`config.mk`:
```
export PLATFORM = sky130hd
export DESIGN_NAME = score_display_multi_flat
export DESIGN_NICKNAME = d
export VERILOG_FILES = /design/src/rtl/score_display_multi_if.sv /design/src/rtl/score_display_multi.sv /design/src/flat_wrapper.sv
export SDC_FILE = /design/constraint.sdc
export NUM_CORES = 1
export LEC_CHECK = 0
export CORE_UTILIZATION = 57
export CTS_BUF_LIST = sky130_fd_sc_hd__clkbuf_4 sky130_fd_sc_hd__clkbuf_8
export CTS_CLUSTER_DIAMETER = 150
export DETAILED_ROUTE_END_ITERATION = 8
export PLACE_DENSITY = 0.83
export SYNTH_ARGS = -nofsm -noshare
export SYNTH_HDL_FRONTEND = slang
export SYNTH_SLANG_ARGS = --single-unit
```
`constraint.sdc`:
```
create_clock -name clk -period 2.8 [get_ports clk]
set_input_delay 0.28 -clock clk [delete_from_list [all_inputs] [get_ports clk]]
set_output_delay 0.28 -clock clk [all_outputs]
set_load 0.05 [all_outputs]
```
`src/rtl/score_display_multi_if.sv`:
```
// Bundle of the per-player score signals: pixel position in, goal/clear
// controls in, glyph drawing request and score/flag outputs back.
interface score_display_multi_if #(
  parameter int NUM_DIGITS = 2
) ();
  logic [10:0]             offsetX;
  logic [10:0]             offsetY;
  logic                    InsideRectangle;
  logic                    goal_event;
  logic                    score_clear;
  logic                    drawingRequest;
  logic [7:0]              RGBout;
  logic [4*NUM_DIGITS-1:0] score_bcd;
  logic                    scoreLevel1;
  logic                    scoreLevel2;
  logic                    win;

  modport master (
    output offsetX, offsetY, InsideRectangle, goal_event, score_clear,
    input  drawingRequest, RGBout, score_bcd, scoreLevel1, scoreLevel2, win
  );

  modport slave (
    input  offsetX, offsetY, InsideRectangle, goal_event, score_clear,
    output drawingRequest, RGBout, score_bcd, scoreLevel1, scoreLevel2, win
  );
endinterface

```
`src/rtl/score_display_multi.sv`:
```
// BCD goal counter with lockout, level/win flags and a seven-segment style
// 16x32 glyph renderer with leading-zero blanking.
module score_display_multi #(
  parameter int         NUM_DIGITS     = 2,
  parameter int         WIN_SCORE      = 10,
  parameter int         LEVEL1_SCORE   = 3,
  parameter int         LEVEL2_SCORE   = 6,
  parameter int         LOCKOUT_CYCLES = 1000000,
  parameter bit         WRAP           = 1'b0,
  parameter logic [7:0] DIGIT_COLOR    = 8'hFF
) (
  input logic clk,
  input logic reset,
  score_display_multi_if.slave bus
);
  localparam int BW = 14;
  localparam int CW = $clog2(LOCKOUT_CYCLES + 1);
  localparam logic [CW-1:0] LOAD = CW'(LOCKOUT_CYCLES - 1);
  localparam logic [BW-1:0] WIN_B = BW'(WIN_SCORE);
  localparam logic [BW-1:0] LV1_B = BW'(LEVEL1_SCORE);
  localparam logic [BW-1:0] LV2_B = BW'(LEVEL2_SCORE);

  typedef enum logic [1:0] {S_COUNT, S_LOCKOUT, S_WON} state_t;

  state_t                  r_state, w_state_nxt;
  logic                    r_g_q;
  logic [CW-1:0]           r_cnt, w_cnt_nxt;
  logic [4*NUM_DIGITS-1:0] r_bcd, w_bcd_nxt, w_inc_bcd;
  logic [BW-1:0]           r_bin, w_bin_nxt, w_inc_bin;
  logic                    r_lvl1, r_lvl2, r_win, r_draw;
  logic                    w_goal, w_carry;

  // Glyph rows built from segments {a,b,c,d,e,f,g}; bit 15 is the leftmost column.
  function automatic logic [15:0] font_row(input logic [3:0] dig, input logic [4:0] row);
    logic [6:0]  seg;
    logic [15:0] r;
    logic        top, mid, bot, up, lo;
    case (dig)
      4'd0: seg = 7'b1111110;
      4'd1: seg = 7'b0110000;
      4'd2: seg = 7'b1101101;
      4'd3: seg = 7'b1111001;
      4'd4: seg = 7'b0110011;
      4'd5: seg = 7'b1011011;
      4'd6: seg = 7'b1011111;
      4'd7: seg = 7'b1110000;
      4'd8: seg = 7'b1111111;
      4'd9: seg = 7'b1111011;
      default: seg = 7'b0000000;
    endcase
    top = (row >= 5'd2)  && (row <= 5'd4);
    mid = (row >= 5'd14) && (row <= 5'd16);
    bot = (row >= 5'd27) && (row <= 5'd29);
    up  = (row >= 5'd2)  && (row <= 5'd16);
    lo  = (row >= 5'd14) && (row <= 5'd29);
    r = '0;
    if (seg[6] && top) r = r | 16'h3FFC;
    if (seg[5] && up)  r = r | 16'h001C;
    if (seg[4] && lo)  r = r | 16'h001C;
    if (seg[3] && bot) r = r | 16'h3FFC;
    if (seg[2] && lo)  r = r | 16'h3800;
    if (seg[1] && up)  r = r | 16'h3800;
    if (seg[0] && mid) r = r | 16'h3FFC;
    return r;
  endfunction

  assign w_goal = bus.goal_event & ~r_g_q;

  // Ripple BCD increment; carry out of the top digit either wraps or holds at all-9s.
  always_comb begin
    w_inc_bcd = r_bcd;
    w_carry   = 1'b1;
    for (int unsigned d = 0; d < NUM_DIGITS; d++) begin
      if (w_carry) begin
        if (r_bcd[4*d +: 4] == 4'd9) begin
          w_inc_bcd[4*d +: 4] = 4'd0;
        end else begin
          w_inc_bcd[4*d +: 4] = r_bcd[4*d +: 4] + 4'd1;
          w_carry = 1'b0;
        end
      end
    end
    if (w_carry) begin
      w_inc_bcd = WRAP ? '0 : r_bcd;
      w_inc_bin = WRAP ? '0 : r_bin;
    end else begin
      w_inc_bin = r_bin + 1'b1;
    end
  end

  always_comb begin
    w_state_nxt = r_state;
    w_cnt_nxt   = r_cnt;
    w_bcd_nxt   = r_bcd;
    w_bin_nxt   = r_bin;
    if (bus.score_clear) begin
      w_state_nxt = S_COUNT;
      w_cnt_nxt   = '0;
      w_bcd_nxt   = '0;
      w_bin_nxt   = '0;
    end else begin
      case (r_state)
        S_COUNT: begin
          if (w_goal) begin
            w_bcd_nxt = w_inc_bcd;
            w_bin_nxt = w_inc_bin;
            if ((WIN_SCORE != 0) && (w_inc_bin == WIN_B)) begin
              w_state_nxt = S_WON;
            end else begin
              w_state_nxt = S_LOCKOUT;
              w_cnt_nxt   = LOAD;
            end
          end
        end
        S_LOCKOUT: begin
          if (r_cnt == '0) w_state_nxt = S_COUNT;
          else             w_cnt_nxt   = r_cnt - 1'b1;
        end
        S_WON:   w_state_nxt = S_WON;
        default: w_state_nxt = S_COUNT;
      endcase
    end
  end

  // Renderer: slot 0 is the most significant digit; blanking tracks whether
  // any more significant digit seen so far was nonzero.
  logic [6:0]  w_slot;
  logic [3:0]  w_digit;
  logic        w_blank, w_nz, w_draw_nxt;
  logic [15:0] w_font;

  always_comb begin
    w_slot  = bus.offsetX[10:4];
    w_digit = '0;
    w_blank = 1'b1;
    w_nz    = 1'b0;
    for (int unsigned i = 0; i < NUM_DIGITS; i++) begin
      w_nz = w_nz | (r_bcd[4*(NUM_DIGITS-1-i) +: 4] != 4'd0);
      if (w_slot == 7'(i)) begin
        w_digit = r_bcd[4*(NUM_DIGITS-1-i) +: 4];
        w_blank = ~w_nz & (i != NUM_DIGITS - 1);
      end
    end
    w_font     = font_row(w_digit, bus.offsetY[4:0]);
    w_draw_nxt = bus.InsideRectangle & (bus.offsetY[10:5] == '0) &
                 (w_slot < 7'(NUM_DIGITS)) & ~w_blank &
                 w_font[4'd15 - bus.offsetX[3:0]];
  end

  always_ff @(posedge clk) begin
    if (reset) begin
      r_state <= S_COUNT;
      r_g_q   <= 1'b0;
      r_cnt   <= '0;
      r_bcd   <= '0;
      r_bin   <= '0;
      r_lvl1  <= 1'b0;
      r_lvl2  <= 1'b0;
      r_win   <= 1'b0;
      r_draw  <= 1'b0;
    end else begin
      r_state <= w_state_nxt;
      r_g_q   <= bus.goal_event;
      r_cnt   <= w_cnt_nxt;
      r_bcd   <= w_bcd_nxt;
      r_bin   <= w_bin_nxt;
      r_lvl1  <= ~bus.score_clear & (w_bin_nxt >= LV1_B);
      r_lvl2  <= ~bus.score_clear & (w_bin_nxt >= LV2_B);
      r_win   <= (w_state_nxt == S_WON);
      r_draw  <= w_draw_nxt;
    end
  end

  assign bus.score_bcd      = r_bcd;
  assign bus.scoreLevel1    = r_lvl1;
  assign bus.scoreLevel2    = r_lvl2;
  assign bus.win            = r_win;
  assign bus.drawingRequest = r_draw;
  assign bus.RGBout         = DIGIT_COLOR;
endmodule
```
`src/flat_wrapper.sv`:
```
// flat-port wrapper written by rule: the top's interface ports become plain ports
module score_display_multi_flat 
#(
  parameter int         NUM_DIGITS     = 2,
  parameter int         WIN_SCORE      = 10,
  parameter int         LEVEL1_SCORE   = 3,
  parameter int         LEVEL2_SCORE   = 6,
  parameter int         LOCKOUT_CYCLES = 1000000,
  parameter bit         WRAP           = 1'b0,
  parameter logic [7:0] DIGIT_COLOR    = 8'hFF
)
  (clk, reset, bus_offsetX, bus_offsetY, bus_InsideRectangle, bus_goal_event, bus_score_clear, bus_drawingRequest, bus_RGBout, bus_score_bcd, bus_scoreLevel1, bus_scoreLevel2, bus_win);
  score_display_multi_if #(.NUM_DIGITS(NUM_DIGITS)) bus_i ();
  input logic clk;
  input logic reset;
  input wire logic [$bits(bus_i.offsetX)-1:0] bus_offsetX;
  input wire logic [$bits(bus_i.offsetY)-1:0] bus_offsetY;
  input wire logic [$bits(bus_i.InsideRectangle)-1:0] bus_InsideRectangle;
  input wire logic [$bits(bus_i.goal_event)-1:0] bus_goal_event;
  input wire logic [$bits(bus_i.score_clear)-1:0] bus_score_clear;
  output wire logic [$bits(bus_i.drawingRequest)-1:0] bus_drawingRequest;
  output wire logic [$bits(bus_i.RGBout)-1:0] bus_RGBout;
  output wire logic [$bits(bus_i.score_bcd)-1:0] bus_score_bcd;
  output wire logic [$bits(bus_i.scoreLevel1)-1:0] bus_scoreLevel1;
  output wire logic [$bits(bus_i.scoreLevel2)-1:0] bus_scoreLevel2;
  output wire logic [$bits(bus_i.win)-1:0] bus_win;
  assign bus_i.offsetX = bus_offsetX;
  assign bus_i.offsetY = bus_offsetY;
  assign bus_i.InsideRectangle = bus_InsideRectangle;
  assign bus_i.goal_event = bus_goal_event;
  assign bus_i.score_clear = bus_score_clear;
  assign bus_drawingRequest = bus_i.drawingRequest;
  assign bus_RGBout = bus_i.RGBout;
  assign bus_score_bcd = bus_i.score_bcd;
  assign bus_scoreLevel1 = bus_i.scoreLevel1;
  assign bus_scoreLevel2 = bus_i.scoreLevel2;
  assign bus_win = bus_i.win;
  score_display_multi #(.NUM_DIGITS(NUM_DIGITS), .WIN_SCORE(WIN_SCORE), .LEVEL1_SCORE(LEVEL1_SCORE), .LEVEL2_SCORE(LEVEL2_SCORE), .LOCKOUT_CYCLES(LOCKOUT_CYCLES), .WRAP(WRAP), .DIGIT_COLOR(DIGIT_COLOR)) u_core (.clk(clk), .reset(reset), .bus(bus_i));
endmodule
```
* Yosys cells after proc, flatten, opt, wreduce, memory -nomap -nowiden
Memory sizes are Yosys's and may differ from the RTL's.
Cells that the tools add are included.
** Cells by class
- Magnitude comparators :: 10
- Add/subtract/negate cells :: 5
- Reductions and logical operators :: 22
- Eq/ne operators :: 10
- Multiplexer cells :: 31
- Bitwise operators :: 12
** Operator list (count)
- 2-to-1 mux 14 bit :: 9
- 2-to-1 mux 20 bit :: 3
- one-hot mux 20 bit (2 select lines) :: 1
- zero test 20 bit :: 1
- subtractor 20 x 1 -> 20 bit, second input constant :: 1
- 2-to-1 mux 4 bit :: 4
- adder 14 x 1 -> 14 bit, second input constant :: 1
- == test 14 x 4 -> 1 bit, second input constant :: 1
- >= comparator 14 x 2 -> 1 bit, second input constant :: 1
- >= comparator 14 x 3 -> 1 bit, second input constant :: 1
- logical AND 1 bit :: 12
- less-or-equal comparator 5 bit, second input constant :: 2
- 2-to-1 mux 5 bit :: 2
- adder 4 x 1 -> 4 bit, second input constant :: 2
- == test 4 bit, second input constant :: 2
- 2-to-1 mux 2 bit :: 4
- AND reduction 4 bit :: 2
- AND 1 bit :: 7
- == test 7 x 1 -> 1 bit, second input constant :: 1
- zero test 7 bit :: 1
- < comparator 7 x 2 -> 1 bit, second input constant :: 1
- zero test 6 bit :: 1
- 2-to-1 mux 1 bit :: 6
- one-hot mux 2 bit (3 select lines) :: 1
- other kinds (17) :: 23
** Storage, ports and cells
- Register bits after elaboration :: 49
- Output and inout port bits :: 20
- Memory bits (read-only) :: 112
- Logic and storage cells :: 101
- Input bits :: 27
- Memories :: 1
** Memories
- (name not given) :: depth 16, width 7, read ports 1, clocked after Yosys merged registers in 0, write ports 0, RTL line score_display_multi.sv:38 : case (dig)

* Logic depth before layout (Yosys ltp)
An unclocked memory read counts as a cell.
- Depth in word-level cells :: 15
- Mapped depth :: 11
- Gate-level depth less buffers :: 11

* Least setup slack after synthesis
Ideal clock, no wire load.
- Kind :: reg2reg
- From :: register u_core.r_bcd[2] (netlist: u_core.bus.score_bcd[2])
- To :: register u_core.r_cnt[0]
- Cell stages (with the launch flop) :: 10
- Buffers on the path :: 2
- Required time :: 2.685 ns
- Path slack :: 0.054 ns
- Period minus slack after synthesis :: 2.746 ns
- Arrival time :: 2.631 ns
- Setup time :: 0.115 ns
- Cells stage by stage :: dfxtp_1 -> and4bb_2 -> buf_6 -> a211oi_1 -> mux2i_1 -> nand3b_1 -> nor4_4 -> o21ai_2 -> buf_6 -> o21a_1
** On the way
- Cells in the longest elaborated chain, start to end :: 7
** Ends and longest elaborated chain
- from (decl) :: RTL line score_display_multi.sv:28 : logic [4*NUM_DIGITS-1:0] r_bcd, w_bcd_nxt, w_inc_bcd;
- from (signal assigned) :: RTL line score_display_multi.sv:165 : r_bcd <= w_bcd_nxt;
- == test 4 bit :: RTL line score_display_multi.sv:75 : if (r_bcd[4*d +: 4] == 4'd9) begin
- 2-to-1 mux 1 bit :: RTL line score_display_multi.sv:75
- 2-to-1 mux 1 bit :: RTL line score_display_multi.sv:74 : if (w_carry) begin
- 2-to-1 mux 14 bit :: RTL line score_display_multi.sv:83 : if (w_carry) begin
- == test 14 x 4 -> 1 bit :: RTL line score_display_multi.sv:107 : if ((WIN_SCORE != 0) && (w_inc_bin == WIN_B)) begin
- inequality test 2 bit (no source line)
- AND reduction 4 bit (no source line)
- to (signal assigned) :: RTL line score_display_multi.sv:164 : r_cnt <= w_cnt_nxt;
- to (decl) :: RTL line score_display_multi.sv:27 : logic [CW-1:0] r_cnt, w_cnt_nxt;
No other way between the ends.
A chain may end at the register's enable or synchronous reset.

* Worst setup path in the final report
- From :: register u_core.r_bcd[6] (netlist: u_core.bus.score_bcd[6])
- To :: register u_core.r_cnt[14]
Same word-level chain as after synthesis.

==> qor.yml <==
synthesis:
  postSynth.topFlopCell: "dfxtp_1"
  synth_async_sr_flop_share_pct: 0
  ys_ff_latch: 49
  post_synth_num_cell_types: 69
  post_synth_edffs: 0
  synth_top_cells_by_count: "nor2_1, dfxtp_1, nand2_1"
  synth.cell_area_mm2: 0.00340
  syn_avg_cell_area_um2: 8.15
  synth-seq-area-share_pct: 28.9
  most_frequently_used_cell_type_in_the_post_synthesis_netlist: "nor2_1"
  yosysWarningCount: 0
  share_of_the_synthesized_area_in_the_top_cell_type_pct: 28.9
  post_synth_main_area_contributors: "dfxtp_1, nor2_1, xor2_1"
  synthCells: 417
  synth_area_leader_cell: "dfxtp_1"
critical_path:
  timing.critical_path.slowest_stage_cell: "a211oi_2"
  crit_path_cell_trace: "and4bb_1, a211oi_2, mux2i_1, a31oi_2, nor4_4, o21ai_2, buf_4, o2111a_1"
  worstPathRequired_ps: 3000
  timing.critical_path.fanout_max: 13
  critical_path_at_ps: 2770
  startpoint_type: "register"
  stage_delay_of_the_slowest_cell_on_the_critical_path_ps: 450
  critical_path_class: "register to register"
  critPathCaptureType: "register"
cells_and_area:
  drive_gt1_share_pct: 13.3
  layout.nets: 505
  synthToLayoutAreaGrowth_pct: 19.9
  antenna_cells: 0
  post_layout_util_pct: 72.3
  finished_cell_area_mm2: 0.00408
clocking:
  cts_made_buffers: 5
  cts_post_setup_buffers_inserted: 0
  cts_hold_repair.buffers: 0
  clk_path_buf_depth: 2
  path_clk_slew_ps: 90
  cts_sinks: 49
  clock_insertion_delay_worst_skew_ps: 300
  tritoncts: "yes"
  post_cts_resize_count: 0
  ctsRootBufferMaster: "clkbuf_8"
  cts-htree-levels: 2
routing:
  drc: 0
  finalWirelength_mm: 8.27
  dr_total_vias: 3325
  detail-route-antenna-nets: 0
  post_drt_wl_per_cell_um: 15.2
  dr.pass1.iters: 4
  drt-vias-per-instance: 6.11
  drt_iter0_drc: 209
sta:
  timing.fmax_ghz: 0.391
  hold-worst-slack_ps: 508
  finalHoldViolations: 0
  setup_repair_after_global_routing_missed_its_margin: "no"
  worst_pin_slew_ps: 779
  max_slew_margin_vs_limit_pct: 47.9
  min_period_ps: 2560
  final.period_utilization_pct: 91.5
  finalSetupViolations: 0
  fin_worst_skew_ps: 6.17
  slew_violations: 0
  setup_tns_ps: 0
die:
  die_width_um: 79.2
  initial_utilization_pct: 60.3
  die_h_um: 79.2
  design.portCount: 47
  dieArea_mm2: 0.00628
  placeableCoreArea_mm2: 0.00564
  cell_row_count: 27
place:
  routabilityCongestion: 0.897
  dp_hpwl_mm: 6.09
  dpl_cell_area_mm2: 0.00396
  place.port_buffers: 38
run:
  maxCapViolations: 0
worst_hold_path:
  worst_hold_path_type: "register to register"
power:
  power.static_leakage_nw: 1.55
  max-vdd-ir-drop_mv: 0.292
  power_density_mw_per_mm2: 379
  fin_total_pwr_mw: 1.55
grt:
  grt_pass1_vias: 3110
  grt_first_pass_wirelength_mm: 14.0
  groute.usage.overall_pct: 27.7
  grt-ovfl-total: 0
  grt_max_degree: 39
  grt_antenna_before_repair: 0
run_status:
  outcome: "finished, final reports clean"
==> state kept, by name, indices dropped and copies added, names as in the netlist <==
name	cells
u_core.r_cnt	20
u_core.r_bin	14
u_core.bus.score_bcd	8
u_core.r_state	2
u_core.bus.drawingRequest	1
u_core.bus.scoreLevel1	1
u_core.bus.scoreLevel2	1
u_core.bus.win	1
u_core.r_g_q	1
==> through the flow <==
stage	cells	setup slack (ps)
finish	544	239
global route	544	49.8
CTS	544	276
detailed placement	536	35.5
global placement	536	111
floorplan	424	54.4
==> cell usage in the layout (no fill, tap or decap), drive strengths merged, types with 12 or more instances in the layout <==
master / count
dfxtp: 49
xor2: 15
buf: 31
a31oi: 12
a21oi: 19
xnor2: 13
nand2: 29
clkdlybuf4s50: 38
o21ai: 14
nor3: 19
a211oi: 13
nor2: 53
nand3: 17
==> cell type report <==
cell class	count	area, um^2
clock buffers	6	76.3
clock inverters	2	38.8
fillers	418	1570
inverters	7	26.3
multi-input cells	339	2250
flip-flops and latches	49	981
well taps	72	90.1
repair buffers	69	613
==> critical path, delay by kind of cell, from the launching register on <==
family / cells / cell delay [ps]
buffers and inverters: 1 / 210
and+or+nand+nor: 2 / 690
DFF: 1 / 330
AOI/OAI and AO/OA: 4 / 940
muxes: 1 / 290
==> cell families (layout without fill, tap and decap cells) <==
kind of cell / count (synthesis) / in the layout / share of synthesized area (%)
compound gates: 103 / 103 / 23.4
xor+xnor: 28 / 28 / 7.21
fa+ha+maj: 7 / 7 / 2.58
buf+inv: 36 / 84 / 5.70
flops: 49 / 49 / 28.9
mux: 10 / 10 / 3.05
other cells: 1 / 8 / 0.110
simple gates: 183 / 183 / 29.1
==> power by group <==
part	leakage (nW)	switching, mW	internal [mW]
registers	0.397	0.0189	0.712
clock network	0.0588	0.246	0.278
logic	1.10	0.172	0.119
total	1.55	0.436	1.11
==> metal layers <==
metal / GRT usage, % / wire, um
met1: 35.2 / 3740
met2: 48.5 / 4000
met4: 7.09 / 85
met5: 0 / 0
met3: 4.37 / 444
==> final timing paths <==
kind,start,to,slack [ps],cells past startpoint
worst max register to register,u_core.bus.score_bcd[6],u_core.r_cnt[14],240,8
worst max-delay path,u_core.bus.score_bcd[6],u_core.r_cnt[14],240,8
worst min-delay path,u_core.r_cnt[15],u_core.r_cnt[15],510,1
worst min register to register,u_core.r_cnt[15],u_core.r_cnt[15],510,1
(Power assumes the default switching activity.)
